### config.mk
export PLATFORM = sky130hd
export DESIGN_NAME = pc_unit
export DESIGN_NICKNAME = d
export VERILOG_FILES = /design/src/rtl/pc_unit.sv
export SDC_FILE = /design/constraint.sdc
export NUM_CORES = 1
export LEC_CHECK = 0
export CAP_MARGIN = 20
export CORE_UTILIZATION = 40
export CTS_CLUSTER_DIAMETER = 60
export DETAILED_ROUTE_END_ITERATION = 8
export PLACE_DENSITY = 0.75
export RECOVER_POWER = 25
export SKIP_CTS_REPAIR_TIMING = 1
export SLEW_MARGIN = 20
export SYNTH_ARGS = -nofsm -noshare
export SYNTH_HDL_FRONTEND = slang
export SYNTH_SLANG_ARGS = --single-unit
### constraint.sdc
create_clock -name i_clk -period 6.21 [get_ports i_clk]
set_input_delay 1.5525 -clock i_clk [delete_from_list [all_inputs] [get_ports i_clk]]
set_output_delay 1.5525 -clock i_clk [all_outputs]
set_load 0.005 [all_outputs]
### src/rtl/pc_unit.sv
// pc_unit: program counter and next-PC selection for the single-cycle MIPS
// datapath. It adds stall support, a sticky fault on illegal fetch targets,
// and a retired-instruction counter.
module pc_unit #(
  parameter logic [31:0] PC_RESET = 32'h0000_3000,
  parameter logic [31:0] IM_BASE  = 32'h0000_3000,
  parameter int unsigned IM_DEPTH = 1024
) (
  input  logic        i_clk,
  input  logic        i_rst_n,
  input  logic        i_en,
  input  logic [2:0]  i_npc_op,
  input  logic [31:0] i_ext_imm,
  input  logic [25:0] i_instr_index,
  input  logic [31:0] i_rs_val,
  input  logic [31:0] i_rt_val,
  output logic [31:0] o_pc,
  output logic [31:0] o_pc_plus4,
  output logic [31:0] o_npc,
  output logic        o_branch_taken,
  output logic        o_fault,
  output logic [31:0] o_retired
);

  // npc_op encodings; 101-111 fall through to sequential
  localparam logic [2:0] OP_SEQ = 3'b000;
  localparam logic [2:0] OP_BEQ = 3'b001;
  localparam logic [2:0] OP_BNE = 3'b010;
  localparam logic [2:0] OP_J   = 3'b011;
  localparam logic [2:0] OP_JR  = 3'b100;

  // One-past-the-end fetch address. It is computed at 33 bits so that a
  // window reaching 2^32 does not wrap to a small value.
  localparam logic [32:0] IM_LIMIT = {1'b0, IM_BASE} + (33'(IM_DEPTH) << 2);

  typedef enum logic {S_RUN, S_FAULT} state_t;

  state_t      r_state, w_state_nxt;
  logic [31:0] r_pc, w_pc_nxt;
  logic [31:0] r_retired, w_retired_nxt;
  logic        r_fault, w_fault_nxt;

  logic [31:0] w_pc_plus4;
  logic [31:0] w_br_target;
  logic [31:0] w_j_target;
  logic [31:0] w_npc;
  logic        w_taken;
  logic        w_illegal;

  assign w_pc_plus4  = r_pc + 32'd4;
  assign w_br_target = w_pc_plus4 + i_ext_imm;
  assign w_j_target  = {w_pc_plus4[31:28], i_instr_index, 2'b00};

  // Branch condition. Only beq and bne can assert it.
  always_comb begin
    w_taken = 1'b0;
    case (i_npc_op)
      OP_BEQ:  w_taken = (i_rs_val == i_rt_val);
      OP_BNE:  w_taken = (i_rs_val != i_rt_val);
      default: w_taken = 1'b0;
    endcase
  end

  // Next-PC select. An untaken branch and the reserved ops use pc+4.
  always_comb begin
    w_npc = w_pc_plus4;
    if (w_taken)               w_npc = w_br_target;
    else if (i_npc_op == OP_J)  w_npc = w_j_target;
    else if (i_npc_op == OP_JR) w_npc = i_rs_val;
  end

  // A target is illegal if it is misaligned or outside the instruction-memory window.
  assign w_illegal = (w_npc[1:0] != 2'b00) ||
                     (w_npc < IM_BASE) ||
                     ({1'b0, w_npc} >= IM_LIMIT);

  // Next-state logic. A stall ignores the illegal flag, and FAULT can only be left by reset.
  always_comb begin
    w_state_nxt   = r_state;
    w_pc_nxt      = r_pc;
    w_retired_nxt = r_retired;
    w_fault_nxt   = r_fault;
    case (r_state)
      S_RUN: begin
        if (i_en) begin
          if (w_illegal) begin
            w_state_nxt = S_FAULT;
            w_fault_nxt = 1'b1;
          end else begin
            w_pc_nxt      = w_npc;
            w_retired_nxt = r_retired + 32'd1;
          end
        end
      end
      S_FAULT: w_fault_nxt = 1'b1;
      default: w_state_nxt = S_FAULT;
    endcase
  end

  // State register. The asynchronous reset overrides everything else.
  always_ff @(posedge i_clk or negedge i_rst_n) begin
    if (!i_rst_n) begin
      r_state   <= S_RUN;
      r_pc      <= PC_RESET;
      r_retired <= 32'd0;
      r_fault   <= 1'b0;
    end else begin
      r_state   <= w_state_nxt;
      r_pc      <= w_pc_nxt;
      r_retired <= w_retired_nxt;
      r_fault   <= w_fault_nxt;
    end
  end

  assign o_pc           = r_pc;
  assign o_pc_plus4     = w_pc_plus4;
  assign o_npc          = w_npc;
  assign o_branch_taken = w_taken;
  assign o_fault        = r_fault;
  assign o_retired      = r_retired;

endmodule

==> flow_summary.toml <==
[logic_synthesis]
synth-main-ff-cell = "dfrtp_1"
area_of_the_mapped_netlist_mm2 = 0.00629
synthCells = 772
avgSynthCellArea_um2 = 8.15
netlist-cell-type-count = 64
yosys_warnings = 0
synth_async_sr_flop_share_pct = 100
synth_seq_area_share_pct = 26.3
synth_edf_count = 0
number_of_nets_in_the_synthesized_netlist = 936
register_bit_total_from_synthesis = 66

[cells_and_area]
share_of_cells_above_drive_strength_1_pct = 12.0
num-fill-cells = 1319
layout.cell_area.non_filler_mm2 = 0.00998
design.final.nets = 1232
finalNonFillerCells = 1284
leading_cell_types_in_the_layout_fill_and_taps_excluded = "clkdlybuf4s50_1, xnor2_1, nand2_1, dfrtp_1, nor2_1"
antenna_cells_inserted = 0
layout.area.seq_mm2 = 0.00165
area_growth_syn_to_layout_pct = 58.6
multi_input_comb_area_mm2 = 0.00460
leading_cell_type_in_the_layout_fill_and_taps_excluded = "clkdlybuf4s50_1"

[run_status]
violations_in_the_final_reports = "max-capacitance violations, max-slew violations"
outcome = "finished with violations"

[detailed_routing]
drt_pre_antenna_iters = 5
wl_um = 26200
final_antenna_net_count = 0
vias = 7145
vias_per_cell = 5.56
first_iter_violations = 453
detail_route.drc_violations = 0
wl_per_cell_um = 20.4

[critical_path]
cp.required_ns = 4.66
crit_path_max_fanout = 4
critical_path.startpoint = "i_ext_imm[4]"
worst-path-buf-inv = 3
crit_path_end_kind = "primary output"
critical_path_arrival_ns = 4.55
timing.critical_path.slowest_stage_cell = "clkdlybuf4s50_1"
critical_path_start_end_classification = "input pin to primary output"
slowest_delay_ns = 0.59
worstSetupStartpointType = "input pin"
crit-reg2reg-launch = "o_pc[12]"
path_cells = "clkdlybuf4s50_1, ha_1, o211ai_1, o211ai_1, nand3_1, a2111oi_2, buf_4, o21ai_1, xnor2_1, a21oi_1, clkdlybuf4s50_1"
kind_of_cell_adding_the_most_delay_to_the_critical_path = "buffers and inverters"

[floorplanning]
row_cnt = 45
initial_utilization_pct = 41.2
placeableCoreArea_mm2 = 0.0153
top_level_ports = 258
die_area_mm2 = 0.0162
chipHeight_um = 127
die_x_um = 127

[min_path]
worstHoldStart = "o_fault"
timing.hold.worst.class = "flip-flop to flip-flop"

[clock_tree]
cts_tree = "yes"
clk_root_buffer_cell = "clkbuf_16"
clock_insertion_delay_worst_skew_ns = 0.33
cts_num_sinks = 66
cts-buffers-inserted = 9
clk_path_buf_depth = 2
clk_pin_slew_worst_paths_ns = 0.05
htree_depth = 3

[sta]
maximum_clock_rate_mhz = 164
final-hold-violation-count = 0
setup-violations-final = 0
maxSlewHeadroom_pct = -138
final-max-slew-violation-count = 67
setup_total_negative_slack_ns = 0
post-route-period-util_pct = 98.3
setup_repair_after_global_routing_missed_its_margin = "true"
max_slew.worst_pin.slew_ns = 3.56
layout_min_cycle_time_ns = 6.10
timing.clock.skew_ns = 0.00450

[power_and_ir_drop]
p_leak_uw = 0.00431
max-vdd-ir-drop_v = 0.000232
power_density_mw_per_mm2 = 130
design_power_total_uw = 1300

[global_route]
grt_max_degree = 67
grt.total_usage_pct = 31.6
via_count_of_the_first_global_routing_pass = 6761
grt_first_pass_wirelength_um = 38800
grt_antenna_before_repair = 1
total_grt_overflow = 0

[flow_run]
number_of_max_capacitance_violations_reported = 1

[placed_design]
place_congestion = 1.01
placement.io_buffers = 257
placed_cell_area_mm2 = 0.00943
dp.cells = 1263
dp_hpwl_um = 21300
through the flow:
stage               util (%)  setup slack [ns]  hold slack, ns
CTS                     64.0            -0.119           0.478
finish                  65.4             0.108           0.472
floorplan                  -             0.547           0.465
global placement        61.8           -0.0196           0.454
detailed placement      61.8            -0.107           0.465
global route            65.4            -0.118           0.494
where the power goes:
group | switching, uW | total [uW] | internal (uW)
Clock | 178 | 552 | 373
Sequential | 0.0181 | 431 | 431
Combinational | 147 | 320 | 173
synth_stat cells (all sizes together) (13+ instances only):
master  number  share of area (%)
xnor2       93                 13
nand2       68                4.1
dfrtp       64                 25
nor2        62                3.7
a21oi       58                4.6
o21ai       55                4.4
nand4       36                3.7
ha          35                7.0
nand3       28                2.2
xor2        26                3.7
nor2b       23                2.3
and3        20                2.0
clkbuf      19                1.1
inv         19                1.1
mux2i       17                2.7
nor3        13                1.0
registers in the layout, summed over array words and instances, names as in the netlist:
register   cells
o_fault        1
o_pc          32
o_retired     32
r_state        1
per-layer routing:
layer  up-vias  part of all wire [%]  wire (um)  global-route usage (%)
met5         -                 0.050         13                       0
met4         2                   2.4        618                    8.54
met3        37                   9.7       2550                    8.00
met2       343                    44      11600                    50.6
met1      3389                    43      11400                    42.3
li1       3374                     -          -                       -
cell families after synthesis:
kind of cell               count (synthesis)  synth area share [%]
AOI/OAI and AO/OA                        182                  17.5
DFF                                       66                  26.3
buffers and inverters                     50                  3.52
xor gates and xnor gates                 119                  16.7
and+or+nand+nor                          290                  23.8
muxes                                     29                  4.85
adders and majority gates                 36                  7.28
path summary, 6_finish.rpt:
| check | end | slack [ns] | cells after the start |
|---|---|---|---|
| max in group asynchronous | o_pc[7] | 1.67 | 2 |
| min in group asynchronous | o_retired[27] | 2.54 | 2 |
| max reg2reg | o_pc[11] | 0.67 | 19 |
| min reg2reg | o_fault | 0.47 | 1 |
| min | o_fault | 0.47 | 1 |
| max | o_npc[31] | 0.11 | 11 |
layout make-up:
cell class / instances / share of cell area (%)
Clock buffer: 12 / 2.57
Timing Repair Buffer: 316 / 30.6
Inverter: 19 / 0.715
Multi-Input combinational cell: 656 / 46.1
Tap cell: 211 / 2.65
Clock inverter: 4 / 0.740
Sequential cell: 66 / 16.6
Note: power is estimated with default switching activity, not from simulation.
